**src/rtl/anti_theft_fsm_pkg.sv**
```systemverilog
// ---------------------------------------------------------------------------
// anti_theft_fsm_pkg
// Shared definitions for the anti-theft controller slice:
//   - state_t     : controller state codes (also driven on fsm_state)
//   - param_sel_t : interval selector codes used by reprogram and the timer
//   - DEF_T_*     : reset values of the four stored intervals (seconds)
//   - is_timed_state : states that program the countdown timer on entry
// ---------------------------------------------------------------------------
package anti_theft_fsm_pkg;

    typedef enum logic [2:0] {
        ST_DISARMED   = 3'd0,
        ST_WAIT_OPEN  = 3'd1,
        ST_WAIT_CLOSE = 3'd2,
        ST_ARM_DELAY  = 3'd3,
        ST_ARMED      = 3'd4,
        ST_TRIGGERED  = 3'd5,
        ST_ALARM      = 3'd6,
        ST_ALARM_HOLD = 3'd7
    } state_t;

    typedef enum logic [1:0] {
        SEL_ARM       = 2'd0,
        SEL_DRIVER    = 2'd1,
        SEL_PASSENGER = 2'd2,
        SEL_ALARM_ON  = 2'd3
    } param_sel_t;

    localparam logic [3:0] DEF_T_ARM       = 4'd6;
    localparam logic [3:0] DEF_T_DRIVER    = 4'd8;
    localparam logic [3:0] DEF_T_PASSENGER = 4'd15;
    localparam logic [3:0] DEF_T_ALARM     = 4'd10;

    // States whose entry launches a fresh countdown on the external timer.
    function automatic logic is_timed_state(input state_t s);
        return (s == ST_ARM_DELAY) || (s == ST_TRIGGERED) || (s == ST_ALARM_HOLD);
    endfunction

endpackage

```
**src/rtl/anti_theft_fsm_time_param_regs.sv**
```systemverilog
// ---------------------------------------------------------------------------
// anti_theft_fsm_time_param_regs
// Four 4-bit interval registers (arm, driver, passenger, alarm_on), each
// reset to its own default, written synchronously on write_en, read through
// a combinational mux.
// Ports:
//   clock, reset          : clock, asynchronous active-low reset
//   write_en              : write write_value into entry write_sel
//   write_sel, write_value: target entry and data
//   read_sel              : entry presented on read_value
//   read_value            : selected interval
// ---------------------------------------------------------------------------
module anti_theft_fsm_time_param_regs
    import anti_theft_fsm_pkg::*;
#(
    parameter logic [3:0] T_ARM_DEFAULT       = DEF_T_ARM,
    parameter logic [3:0] T_DRIVER_DEFAULT    = DEF_T_DRIVER,
    parameter logic [3:0] T_PASSENGER_DEFAULT = DEF_T_PASSENGER,
    parameter logic [3:0] T_ALARM_DEFAULT     = DEF_T_ALARM
) (
    input  logic       clock,
    input  logic       reset,
    input  logic       write_en,
    input  logic [1:0] write_sel,
    input  logic [3:0] write_value,
    input  logic [1:0] read_sel,
    output logic [3:0] read_value
);

    logic [3:0] intervals [4];

    // Each entry comes out of reset with its own default interval.
    always_ff @(posedge clock or negedge reset) begin
        if (!reset) begin
            intervals[SEL_ARM]       <= T_ARM_DEFAULT;
            intervals[SEL_DRIVER]    <= T_DRIVER_DEFAULT;
            intervals[SEL_PASSENGER] <= T_PASSENGER_DEFAULT;
            intervals[SEL_ALARM_ON]  <= T_ALARM_DEFAULT;
        end else if (write_en) begin
            intervals[write_sel] <= write_value;
        end
    end

    assign read_value = intervals[read_sel];

endmodule

```
**src/rtl/anti_theft_fsm.sv**
```systemverilog
// ---------------------------------------------------------------------------
// anti_theft_fsm
// Arm / trigger / alarm sequencing controller. Programs the external
// countdown timer with a start pulse plus interval, and drives the siren and
// status LED from the timer's expired / 1 Hz / 2 Hz enables.
// Ports:
//   clock, reset                  : clock, asynchronous active-low reset
//   ignition, driver_door,
//   passenger_door                : vehicle inputs (already synchronised)
//   reprogram, time_param_sel,
//   time_value                    : interval write port (forces ARMED)
//   expired, one_hz_enable,
//   two_hz_enable                 : from the timer
//   start_timer, timer_value      : registered start pulse and interval
//   siren, status_led             : registered indicators
//   fsm_state                     : current state code (debug)
// ---------------------------------------------------------------------------
module anti_theft_fsm
    import anti_theft_fsm_pkg::*;
#(
    parameter logic [3:0] T_ARM_DEFAULT       = DEF_T_ARM,
    parameter logic [3:0] T_DRIVER_DEFAULT    = DEF_T_DRIVER,
    parameter logic [3:0] T_PASSENGER_DEFAULT = DEF_T_PASSENGER,
    parameter logic [3:0] T_ALARM_DEFAULT     = DEF_T_ALARM
) (
    input  logic       clock,
    input  logic       reset,
    input  logic       ignition,
    input  logic       driver_door,
    input  logic       passenger_door,
    input  logic       reprogram,
    input  logic [1:0] time_param_sel,
    input  logic [3:0] time_value,
    input  logic       expired,
    input  logic       one_hz_enable,
    input  logic       two_hz_enable,
    output logic       start_timer,
    output logic [3:0] timer_value,
    output logic       siren,
    output logic       status_led,
    output logic [2:0] fsm_state
);

    state_t     state;
    state_t     next_state;
    param_sel_t timer_sel;
    logic [3:0] interval;
    logic       any_door;
    logic       expired_ok;
    logic       start_next;
    logic [3:0] value_next;
    logic       siren_next;
    logic       led_next;

    anti_theft_fsm_time_param_regs #(
        .T_ARM_DEFAULT       (T_ARM_DEFAULT),
        .T_DRIVER_DEFAULT    (T_DRIVER_DEFAULT),
        .T_PASSENGER_DEFAULT (T_PASSENGER_DEFAULT),
        .T_ALARM_DEFAULT     (T_ALARM_DEFAULT)
    ) u_time_param_regs (
        .clock       (clock),
        .reset       (reset),
        .write_en    (reprogram),
        .write_sel   (time_param_sel),
        .write_value (time_value),
        .read_sel    (timer_sel),
        .read_value  (interval)
    );

    assign any_door = driver_door | passenger_door;
    // While the start pulse is out the timer has not yet cleared its old
    // expiry, so expired is stale for that cycle.
    assign expired_ok = expired & ~start_timer;
    assign fsm_state  = state;

    // State register.
    always_ff @(posedge clock or negedge reset) begin
        if (!reset) begin
            state <= ST_ARMED;
        end else begin
            state <= next_state;
        end
    end

    // Next-state logic. Priority: reprogram > ignition > doors > expired.
    // timer_sel picks the interval that goes with the state being entered.
    always_comb begin
        next_state = state;
        timer_sel  = SEL_ARM;
        if (reprogram) begin
            next_state = ST_ARMED;
        end else begin
            case (state)
                ST_DISARMED: begin
                    if (!ignition) next_state = ST_WAIT_OPEN;
                end
                ST_WAIT_OPEN: begin
                    if (ignition)         next_state = ST_DISARMED;
                    else if (driver_door) next_state = ST_WAIT_CLOSE;
                end
                ST_WAIT_CLOSE: begin
                    timer_sel = SEL_ARM;
                    if (ignition)          next_state = ST_DISARMED;
                    else if (!driver_door) next_state = ST_ARM_DELAY;
                end
                ST_ARM_DELAY: begin
                    timer_sel = SEL_ARM;
                    if (ignition)        next_state = ST_DISARMED;
                    else if (any_door)   next_state = ST_WAIT_CLOSE;
                    else if (expired_ok) next_state = ST_ARMED;
                end
                ST_ARMED: begin
                    if (driver_door) begin
                        next_state = ST_TRIGGERED;
                        timer_sel  = SEL_DRIVER;
                    end else if (passenger_door) begin
                        next_state = ST_TRIGGERED;
                        timer_sel  = SEL_PASSENGER;
                    end
                end
                ST_TRIGGERED: begin
                    if (ignition)        next_state = ST_DISARMED;
                    else if (expired_ok) next_state = ST_ALARM;
                end
                ST_ALARM: begin
                    timer_sel = SEL_ALARM_ON;
                    if (ignition)       next_state = ST_DISARMED;
                    else if (!any_door) next_state = ST_ALARM_HOLD;
                end
                ST_ALARM_HOLD: begin
                    if (ignition)        next_state = ST_DISARMED;
                    else if (any_door)   next_state = ST_ALARM;
                    else if (expired_ok) next_state = ST_ARMED;
                end
                default: next_state = ST_ARMED;
            endcase
        end
    end

    // Output next-values. A start pulse accompanies every entry into a timed
    // state; the LED restarts from 0 on any state change and otherwise
    // toggles at the rate that belongs to the current state.
    always_comb begin
        start_next = (next_state != state) && is_timed_state(next_state);
        value_next = start_next ? interval : timer_value;
        siren_next = (state == ST_ALARM) || (state == ST_ALARM_HOLD);
        led_next   = 1'b0;
        if (next_state == state) begin
            case (state)
                ST_ARMED:      led_next = status_led ^ one_hz_enable;
                ST_TRIGGERED,
                ST_ALARM,
                ST_ALARM_HOLD: led_next = status_led ^ two_hz_enable;
                default:       led_next = 1'b0;
            endcase
        end
    end

    // Output registers.
    always_ff @(posedge clock or negedge reset) begin
        if (!reset) begin
            start_timer <= 1'b0;
            timer_value <= 4'd0;
            siren       <= 1'b0;
            status_led  <= 1'b0;
        end else begin
            start_timer <= start_next;
            timer_value <= value_next;
            siren       <= siren_next;
            status_led  <= led_next;
        end
    end

endmodule

```
**config.mk**
```make
export PLATFORM = sky130hd
export DESIGN_NAME = anti_theft_fsm
export DESIGN_NICKNAME = d
export VERILOG_FILES = /design/src/rtl/anti_theft_fsm_pkg.sv /design/src/rtl/anti_theft_fsm_time_param_regs.sv /design/src/rtl/anti_theft_fsm.sv
export SDC_FILE = /design/constraint.sdc
export NUM_CORES = 1
export LEC_CHECK = 0
export ABC_AREA = 0
export CAP_MARGIN = 25
export CORE_MARGIN = 8
export CORE_UTILIZATION = 50
export DETAILED_ROUTE_END_ITERATION = 6
export PLACE_DENSITY_LB_ADDON = 0.3
export SLEW_MARGIN = 20
export SYNTH_ARGS = -nofsm -noshare
export SYNTH_HDL_FRONTEND = slang
export SYNTH_SLANG_ARGS = --single-unit
```
**constraint.sdc**
```tcl
create_clock -name clock -period 2.35 [get_ports clock]
set_input_delay 0.3525 -clock clock [delete_from_list [all_inputs] [get_ports clock]]
set_output_delay 0.3525 -clock clock [all_outputs]
set_load 0.03 [all_outputs]
```
# Yosys cells after proc, flatten, opt, wreduce, memory -nomap -nowiden
# Cells that the tools add are included.
[totals]
ff_bits = 26
latchBits = 0
mem_bits_rw = 0
romBits = 0
input_bits = 15
output_inout_bits = 10
word_cells = 68
memories = 0
[op_classes]
add_sub_neg = 0
mul = 0
div = 0
order_cmp = 3
n_eq_ne = 12
shifts = 0
muxes = 30
bitwise = 7
reduce_logical = 7
[ops]
columns = ["cell", "n"]
rows = [
  ["3-bit two-way mux", 17],
  ["3-bit one-hot mux with 8 select lines", 1],
  ["3-bit == test, second input constant", 6],
  ["16-bit bitwise mux", 1],
  ["4-bit two-way mux", 3],
  ["3-bit by 2-bit == test with 1-bit output, second input constant", 3],
  ["4-bit binary-select mux with 2-bit select", 1],
  ["4-bit demux with 2-bit select", 1],
  ["3-bit greater-or-equal comparator, second input constant", 2],
  ["2-bit two-way mux", 3],
  ["2-bit inverter with 3-bit output", 2],
  ["2-bit one-hot mux with 2 select lines", 1],
  ["3-bit by 1-bit == test with 1-bit output, second input constant", 1],
  ["3-bit == test", 1],
  ["3-bit logical NOT", 1],
  ["1-bit logical OR", 3],
  ["3-bit by 1-bit < comparator with 1-bit output, second input constant", 1],
  ["3-bit != test", 1],
  ["3-bit OR reduction", 1],
  ["1-bit logical AND", 2],
  ["1-bit one-hot mux with 2 select lines", 1],
  ["1-bit bitwise XOR", 2],
  ["1-bit AND", 1],
  ["1-bit two-way mux", 1],
  ["2 further kinds", 2],
]

# Logic depth before layout (Yosys ltp)
[depth]
depth_word = 11
ltp_mapped = 8
depth_no_buf = 6

# By module
# Synthesis repeated with hierarchy kept, for this count alone.
[unflattened]
hier_cells = 105
area_unflattened_um2 = 1361.3
[by_module_without_submodules]
columns = ["module", "instances", "cells_per_inst", "area_each_um2", "seq_area_each_um2"]
rows = [
  ["anti_theft_fsm_time_param_regs", 1, 40, 724.4, 411.6],
  ["anti_theft_fsm", 1, 65, 636.9, 251.5],
]

# Worst setup path after synthesis
# OpenSTA, ideal clock, no wires.
[synth_path]
path_type = "reg2reg"
from = "reg state[2], in the netlist fsm_state[2]"
to = "reg timer_value[0]"
setup_ns = 0.128
t_arrival_ns = 1.902
required_ns = 2.222
slack_ns = 0.320
stages_incl_launch_ff = 7
path_buffers = 1
period_less_slack_ns = 2.030
cell_sequence = "dfstp_2 -> buf_6 -> mux2_4 -> o211ai_1 -> a21oi_1 -> o21ai_2 -> mux2_1"
[synth_between]
elab_chain_len = 9
elab_cells_between_ends = 39
cone_classes = "11 x eq/ne; 23 x mux; 1 x bitwise; 4 x reduce/logical"
[synth_lines]
columns = ["item", "line_no", "source"]
rows = [
  ["start: declaration", "anti_theft_fsm.sv:44", "state_t state;"],
  ["start signal: assignment", "anti_theft_fsm.sv:81", "state <= next_state;"],
  ["3-bit two-way mux", "anti_theft_fsm.sv:110, anti_theft_fsm.sv:133", ""],
  ["3-bit two-way mux (on tied branches)", "anti_theft_fsm.sv:132, anti_theft_fsm.sv:109", ""],
  ["3-bit two-way mux (on tied branches)", "anti_theft_fsm.sv:131, anti_theft_fsm.sv:108", ""],
  ["3-bit one-hot mux with 8 select lines", "anti_theft_fsm.sv:93", "case (state)"],
  ["3-bit two-way mux", "anti_theft_fsm.sv:90", "if (reprogram) begin"],
  ["3-bit by 2-bit == test with 1-bit output or 3-bit == test (tied branches)", "anti_theft_fsm_pkg.sv:36", "return (s == ST_ARM_DELAY) || (s == ST_TRIGGERED) || (s == ST_ALARM_HOLD);"],
  ["1-bit logical OR (2 in a row)", "anti_theft_fsm_pkg.sv:36", ""],
  ["1-bit logical AND", "anti_theft_fsm.sv:144", "start_next = (next_state != state) && is_timed_state(next_state);"],
  ["end signal: assignment", "anti_theft_fsm.sv:168", "timer_value <= value_next;"],
  ["end: declaration", "anti_theft_fsm.sv:38", "output logic [3:0] timer_value,"],
]
# Parallel ways exist; a longest one is shown, timed or not. The select of a mux whose other input is x is not followed.
# A chain may end at the register's enable or synchronous reset.

# Worst setup path in the final report
[layout_path]
from = "reg state[1], in the netlist fsm_state[1]"
to = "out fsm_state[1]"
[layout_rtl]
columns = ["item", "line_no", "source"]
rows = [
  ["end: declaration", "anti_theft_fsm.sv:41", "output logic [2:0] fsm_state"],
]
# No word-level cell between the ends.

==> impl_metrics.env <==
export IMPL_finalPower_w=0.00137
export IMPL_hold_viol_final=0
export IMPL_synthCells=120
export IMPL_seqPwrFrac_pct=47.2
export IMPL_synth_edff_count=0
export IMPL_fin_tns_setup_ns=0
export IMPL_die_w_um=69.0
export IMPL_finalMaxSlewViolations=0
export IMPL_drc_errors=0
export IMPL_gp_congestion=0.923
export IMPL_worstPathCellList="clkdlybuf4s50_1"
export IMPL_switching_share_pct=33.2
export IMPL_grt_max_degree=27
export IMPL_grt_pass1_vias=1029
export IMPL_cpPeakStageDelay_ns=0.78
export IMPL_synthDistinctLibCells=39
export IMPL_comb_power_share_pct=36.5
export IMPL_power_frac_clock_pct=16.2
export IMPL_wl_per_cell_um=16.9
export IMPL_finalSetupViolCount=0
export IMPL_holdBufCountCts=0
export IMPL_ctsResizeCount=0
export IMPL_yosysMostFrequentCell="mux2_2"
export IMPL_cts_clk_slew_worst_paths_ns=0.13
export IMPL_port_buffers=24
export IMPL_power_density_nw_per_um2=802
export IMPL_yosys_most_used_dff="dfrtp_1"
export IMPL_dpl_hpwl_um=2360
export IMPL_cts_tree="yes"
export IMPL_p_switching_w=0.000454
export IMPL_critPathLaunchType="register"
export IMPL_fp_coreArea_um2=2710
export IMPL_grt_total_usage_pct=13.5
export IMPL_viasPerCell=5.75
export IMPL_relSlewSlack_pct=61.5
export IMPL_min_period_over_period_pct=93.0
export IMPL_clockBufferDepth=2
export IMPL_synth_avg_cell_area_um2=11.7
export IMPL_first_iter_violations=49
export IMPL_fin_crit_ns=2.19
export IMPL_syn_cell_area_um2=1400
export IMPL_p_leak_nw=0.714
export IMPL_row_count=19
export IMPL_via_count=1030
export IMPL_worst_path_dominant_cell_family="buffers and inverters"
export IMPL_yosysSeqAreaShare_pct=47.3
export IMPL_cts_root_buffer="clkbuf_4"
export IMPL_drv_cap=0
export IMPL_io_pins=25
export IMPL_ys_warn_count=0
export IMPL_status="finished, final reports clean"
export IMPL_nets=164
export IMPL_dp_cells=175
export IMPL_worstMarginPinSlew_ns=0.577
export IMPL_path_class="reg -> out"
export IMPL_internal_power_w=0.000913
export IMPL_dieArea_um2=4760
export IMPL_stdcell_count=179
export IMPL_fmax_mhz=457
export IMPL_die_y_um=69.0
export IMPL_ys_ff_latch=26
export IMPL_hold_slack_ns=0.380
export IMPL_syn_num_nets=135
export IMPL_initial_core_util_pct=51.8
export IMPL_synth_common_cells="mux2_2, dfrtp_1, dfstp_2, nor2_1, a21oi_1"
export IMPL_antenna_left=0
export IMPL_drive_gt1_share_pct=30.4
export IMPL_grt_pass1_wl_um=4850
export IMPL_clock_latency_ns=0.32
export IMPL_drt_total_wl_um=3020
export IMPL_synth_top_area_cell="dfrtp_1"
export IMPL_antenna_cells=0
export IMPL_rsz0062_at_grt="no"
export IMPL_fin_worst_skew_ns=0.00162
export IMPL_cts_sinks=26
export IMPL_post_synth_top_area_fraction_pct=28.5
export IMPL_cts_htree_levels=1
export IMPL_synthToLayoutAreaGrowth_pct=21.6
export IMPL_slowest_stage="clkdlybuf4s50_1"
export IMPL_required_ns=2.00
export IMPL_cp_end_kind="output pin"
export IMPL_synthTopCellsByArea="dfrtp_1, dfstp_2, mux2_2, buf_6, mux2_1"
export IMPL_overflow=0
export IMPL_vdd_drop_max_uv=587
export IMPL_cts_buffers=3
export IMPL_dr_pass1_iters=4
export IMPL_async_flop_share_pct=100
export IMPL_worstPathArrival_ns=1.83
export IMPL_min_path_type="in -> async"
export IMPL_antenna_found_initial=0
export IMPL_crit_buf_inv=1
export IMPL_crit_fanout=19
export IMPL_post_cts_buffers=0
-- registers in the layout, summed over array words and instances, names as in the netlist --
signal	cells
status_led	1
siren	1
u_time_param_regs.intervals	16
start_timer	1
fsm_state	3
timer_value	4
-- power by group through the flow --
stage	clock network, W	registers, W	logic (W)
2_1_floorplan	0	0.000729	0.000231
3_3_place_gp	0	0.000645	0.000492
3_5_place_dp	0	0.000656	0.000503
4_1_cts	0.000229	0.000646	0.000505
5_1_grt	0.000248	0.000661	0.000535
6_report	0.000222	0.000646	0.000499
-- stage by stage --
step / util (%) / instance area (um^2) / setup WS, ns
after global routing: 62.9 / 1710 / 0.0753
final: 62.9 / 1710 / 0.164
after floorplan: - / 1400 / 0.320
after global placement: 61.6 / 1670 / 0.0591
after detailed placement: 61.6 / 1670 / -0.0655
after CTS: 62.9 / 1710 / 0.159
-- placed cells by master (no fill, tap or decap), types with 3 or more instances in the layout --
cell type,n
clkdlybuf4s50_1,24
mux2_2,17
dfrtp_1,16
nor2_1,10
dfstp_2,10
buf_4,6
a21oi_1,5
inv_1,4
o21ai_0,4
nand2_1,4
mux2_1,4
nor2b_1,3
mux2i_1,3
clkbuf_4,3
-- routing by layer --
layer	GRT usage (%)	vias up	wire, um
met5	0	-	0
li1	-	490	-
met4	7.27	0	80
met1	16.1	495	1270
met3	3.55	12	169
met2	21.6	33	1500
-- cells by family after synthesis --
logic type	after synthesis	share of synthesized area, %
AND/OR/NAND/NOR	32	12.4
flip-flops	26	47.3
multiplexers	25	20.1
AO/OA/AOI/OAI	23	12.4
buffers and inverters	10	5.17
XOR/XNOR	3	1.87
adder cells (fa/ha/maj)	1	0.803
-- path summary, 6_finish.rpt --
kind                                      from                              end  slack, ns  cells past startpoint
worst max-delay path              fsm_state[1]                     fsm_state[1]       0.16                      1
worst min-delay path                     reset                            siren       0.38                      2
worst max register to register    fsm_state[2]                   timer_value[3]       0.21                      5
worst min register to register  timer_value[2]                   timer_value[2]       0.51                      1
max in group asynchronous                reset  u_time_param_regs.intervals[13]       1.67                      2
min in group clock              timer_value[2]                   timer_value[2]       0.51                      1
-- layout make-up --
class	count	area (um^2)
Clock buffer	4	36.3
Fill cell	236	1000
Inverter	4	15.0
Multi-Input combinational cell	84	667
Sequential cell	26	663
Tap cell	31	38.8
Timing Repair Buffer	30	285
(Power assumes the default switching activity.)
==> variant 1, RTL diff (config.mk and constraints unchanged) <==
Register the input `driver_door` before use, with the module's reset. The logic sees it one clock later. The other inputs are not delayed to match.
--- a/src/rtl/anti_theft_fsm.sv
+++ b/src/rtl/anti_theft_fsm.sv
@@ -41,6 +41,16 @@
     output logic [2:0] fsm_state
 );
 
+    logic driver_door_q;
+
+    always_ff @(posedge clock or negedge reset) begin
+        if (!reset) begin
+            driver_door_q <= '0;
+        end else begin
+            driver_door_q <= driver_door;
+        end
+    end
+
     state_t     state;
     state_t     next_state;
     param_sel_t timer_sel;
@@ -67,7 +77,7 @@
         .read_value  (interval)
     );
 
-    assign any_door = driver_door | passenger_door;
+    assign any_door = driver_door_q | passenger_door;
     // While the start pulse is out the timer has not yet cleared its old
     // expiry, so expired is stale for that cycle.
     assign expired_ok = expired & ~start_timer;
@@ -96,12 +106,12 @@
                 end
                 ST_WAIT_OPEN: begin
                     if (ignition)         next_state = ST_DISARMED;
-                    else if (driver_door) next_state = ST_WAIT_CLOSE;
+                    else if (driver_door_q) next_state = ST_WAIT_CLOSE;
                 end
                 ST_WAIT_CLOSE: begin
                     timer_sel = SEL_ARM;
                     if (ignition)          next_state = ST_DISARMED;
-                    else if (!driver_door) next_state = ST_ARM_DELAY;
+                    else if (!driver_door_q) next_state = ST_ARM_DELAY;
                 end
                 ST_ARM_DELAY: begin
                     timer_sel = SEL_ARM;
@@ -110,7 +120,7 @@
                     else if (expired_ok) next_state = ST_ARMED;
                 end
                 ST_ARMED: begin
-                    if (driver_door) begin
+                    if (driver_door_q) begin
                         next_state = ST_TRIGGERED;
                         timer_sel  = SEL_DRIVER;
                     end else if (passenger_door) begin
Formal check against the unedited RTL: not equivalent (a bounded check fails within 4 cycles, from zero or initial values and one cycle with reset low).
==> variant 1 against the original RTL <==
- routed wire length grew 2.0%
- final area is 5.2% higher
- sequential cell count up 1
- worst setup slack worse by 0.052 ns
- critical endpoint unchanged
- clock power down 5%
- largest power group unchanged
- via count is 2.5% higher
- highest routed layer unchanged
- synthesized area is 6.5% higher
- power increased by 8.0%
==> variant 1: results (changes against the original RTL) <==
metric;value;unit;change
status;complete, no violations;;unchanged
power.total;0.00148;W;was 0.00137 W
use_met1;16.1;%;about the same
p_comb_share;39.6;%;was 36.5%
dp_slack;0.106;ns;was -0.0655 ns
placed_area;1760;µm²;was 1670 µm²
clkLatencyLatePin;0.34;ns;was 0.32 ns
leakagePower;0.769;nW;was 0.714 nW
synth_cell_types;45;;was 39
num_vias;1056;;was 1030
switchingPower;0.000510;W;was 0.000454 W
dr_wl_met3;100;µm;was 169 µm
cp_slowest_stage_delay;0.69;ns;was 0.78 ns
grt_pass1_wl;5370;µm;was 4850 µm
drt_iter0_markers;41;;was 49
gr-usage-met2;22.1;%;was 21.6%
dp_cells;177;;was 175
comb.multi_input.count;82;;was 84
synth_area_leaders;dfrtp_1 28%, dfstp_2 18%, mux2_2 13%, mux2i_1 4.7%, mux2_4 4.0%;;was dfrtp_1 29%, dfstp_2 19%, mux2_2 14%, buf_6 3.2%, mux2_1 3.2%
die_x;70.7;µm;was 69.0 µm
syn_avg_cell_area;12.2;µm²;was 11.7 µm²
synth_nets;137;;was 135
clkbuf_count;3;;was 4
drive_above_1_share;34.5;%;was 30.4%
cp.arrival;1.89;ns;was 1.83 ns
gp_congestion;0.852;;was 0.923
clock_tree_area_fraction;1.67;%;was 2.13%
fillers;253;;was 236
clkTransAtPathRegs;0.15;ns;was 0.13 ns
routed-wl-met2;1480;µm;was 1500 µm
synthTopCellsByCount;17 x dfrtp_1, 17 x mux2_2, 10 x dfstp_2, 7 x mux2i_1, 6 x inv_1;;was 17 x mux2_2, 16 x dfrtp_1, 10 x dfstp_2, 10 x nor2_1, 5 x a21oi_1
dp_hpwl;2300;µm;was 2360 µm
use_met3;2.82;%;was 3.55%
seq_area_share;38.4;%;was 38.9%
buf_share;15.5;%;was 16.7%
grt_max_degree;28;;was 27
multi_input_area_share;40.9;%;was 39.1%
vias_per_cell;5.83;;was 5.75
fin_skew;0.00534;ns;was 0.00162 ns
utilization;60.8;%;was 62.9%
ys_ff_latch;27;;was 26
wl_met1;1440;µm;was 1270 µm
## variant 1: cell types whose count changed after synthesis, sizes merged, moves of 3 or more
cell,change
o21ai,-4
mux2i,+4
or2,+3
nor2,-7
## variant 1: worst paths after layout
kind	from	end	slack (ns)	cells past startpoint
min in group clock	driver_door	driver_door_q$_DFF_PN0_	0.45	1
min reg2reg	u_time_param_regs.intervals[0]$_DFFE_PN0P_	u_time_param_regs.intervals[0]$_DFFE_PN0P_	0.53	1
min	reset	u_time_param_regs.intervals[8]$_DFFE_PN0P_	0.36	2
max reg2reg	fsm_state[2]$_DFF_PN1_	timer_value[1]$_DFFE_PN0P_	0.27	5
max in group asynchronous	reset	u_time_param_regs.intervals[4]$_DFFE_PN1P_	1.69	2
max	fsm_state[1]$_DFF_PN0_	fsm_state[1]	0.11	2
## variant 1: cell families after synthesis
logic type / share of synthesized area, %
DFF: 46.1
and+or+nand+nor: 13.8
xor gates and xnor gates: 1.76
AOI/OAI and AO/OA: 12.1
muxes: 21.5
buffers and inverters: 4.77
==> variant 2, RTL diff (same flow settings) <==
Without the edit above. Make the reset (`reset`) synchronous in 3 clocked blocks. Comments in the files are not updated.
--- a/src/rtl/anti_theft_fsm_time_param_regs.sv
+++ b/src/rtl/anti_theft_fsm_time_param_regs.sv
@@ -30,7 +30,7 @@
     logic [3:0] intervals [4];
 
     // Each entry comes out of reset with its own default interval.
-    always_ff @(posedge clock or negedge reset) begin
+    always_ff @(posedge clock) begin
         if (!reset) begin
             intervals[SEL_ARM]       <= T_ARM_DEFAULT;
             intervals[SEL_DRIVER]    <= T_DRIVER_DEFAULT;
--- a/src/rtl/anti_theft_fsm.sv
+++ b/src/rtl/anti_theft_fsm.sv
@@ -74,7 +74,7 @@
     assign fsm_state  = state;
 
     // State register.
-    always_ff @(posedge clock or negedge reset) begin
+    always_ff @(posedge clock) begin
         if (!reset) begin
             state <= ST_ARMED;
         end else begin
@@ -157,7 +157,7 @@
     end
 
     // Output registers.
-    always_ff @(posedge clock or negedge reset) begin
+    always_ff @(posedge clock) begin
         if (!reset) begin
             start_timer <= 1'b0;
             timer_value <= 4'd0;
Behaviour: differs if reset is asserted again (counterexample within 4 cycles, from zero or initial values and one cycle with reset low); with reset held inactive, the same outputs for 10 cycles.
==> variant 2 against the original RTL <==
- final area grew 2.2%
- highest routed layer unchanged
- sequential cell count is the same
- via count grew 4.8%
- critical endpoint is now fsm_state[0]
- critical path depth is the same
- worst setup slack gained 0.093 ns
- non-clock buffer count grew 1
- global-route usage shrank 0.72 points
- synthesized area grew 0.54%
- routed wire length shrank 2.6%
Power is not compared: it rests on default switching activity, and its combinational part moved more than twofold at a synthesized area within 25%.
==> variant 2: results (changes against the original RTL) <==
metric;value;unit;change
vias_per_cell;5.65;;was 5.75
buf_share;16.8;%;was 16.7%
synth_area_leaders;edfxtp_1 34%, dfxtp_1 14%, mux2i_1 6.4%, and2_1 3.1%, nand2b_1 3.1%;;was dfrtp_1 29%, dfstp_2 19%, mux2_2 14%, buf_6 3.2%, mux2_1 3.2%
gp_congestion;0.913;;was 0.923
dp_hpwl;2330;µm;was 2360 µm
use_met1;14.2;%;was 16.1%
syn_avg_cell_area;10.7;µm²;was 11.7 µm²
synth-seq-area-share;48.3;%;was 47.3%
dp_cells;187;;was 175
synth_nets;147;;was 135
finalNetCount;176;;was 164
synthTopCellsByCount;16 x edfxtp_1, 11 x nand2_1, 10 x dfxtp_1, 9 x mux2i_1;;was 17 x mux2_2, 16 x dfrtp_1, 10 x dfstp_2, 10 x nor2_1, 5 x a21oi_1
dp_slack;0.142;ns;was -0.0655 ns
gr-usage-met2;22.2;%;was 21.6%
synth_xor_area_share;1.24;%;was 1.87%
status;complete, no violations;;unchanged
wl_met1;1260;µm;was 1270 µm
fin_skew;0.0107;ns;was 0.00162 ns
grt_pass1_vias;1075;;was 1029
dr_wl_met3;147;µm;was 169 µm
final-seq-area;681;µm²;was 663 µm²
ys_async_sr_fraction;0;%;was 100%
synth_edf_count;16;;was 0
cp.arrival;1.74;ns;was 1.83 ns
inv_count;2;;was 4
grt_use_total;12.7;%;was 13.5%
variant 2: cell types whose count changed after synthesis, moves of 7 or more:
cell | before | now
dfrtp_1 | 16 | 0
dfstp_2 | 10 | 0
dfxtp_1 | 0 | 10
edfxtp_1 | 0 | 16
mux2_2 | 17 | 0
nand2_1 | 4 | 11
nand2b_1 | 0 | 7
nor2_1 | 10 | 3
variant 2: worst paths after layout:
check,to,start,depth (start not counted),slack (ns)
worst min register to register,timer_value[3]$_SDFFE_PN0P_,timer_value[3]$_SDFFE_PN0P_,2,0.47
worst max-delay path,fsm_state[0],fsm_state[0]$_SDFF_PN0_,1,0.26
worst min-delay path,timer_value[3]$_SDFFE_PN0P_,timer_value[3]$_SDFFE_PN0P_,2,0.47
worst max register to register,timer_value[3]$_SDFFE_PN0P_,fsm_state[0]$_SDFF_PN0_,5,0.49
variant 2: power breakdown:
part	switching, W	total (W)	internal, W
clock	0.000124	0.000254	0.000130
combinational	0.0000956	0.000184	0.0000889
sequential	0.0000167	0.000534	0.000517
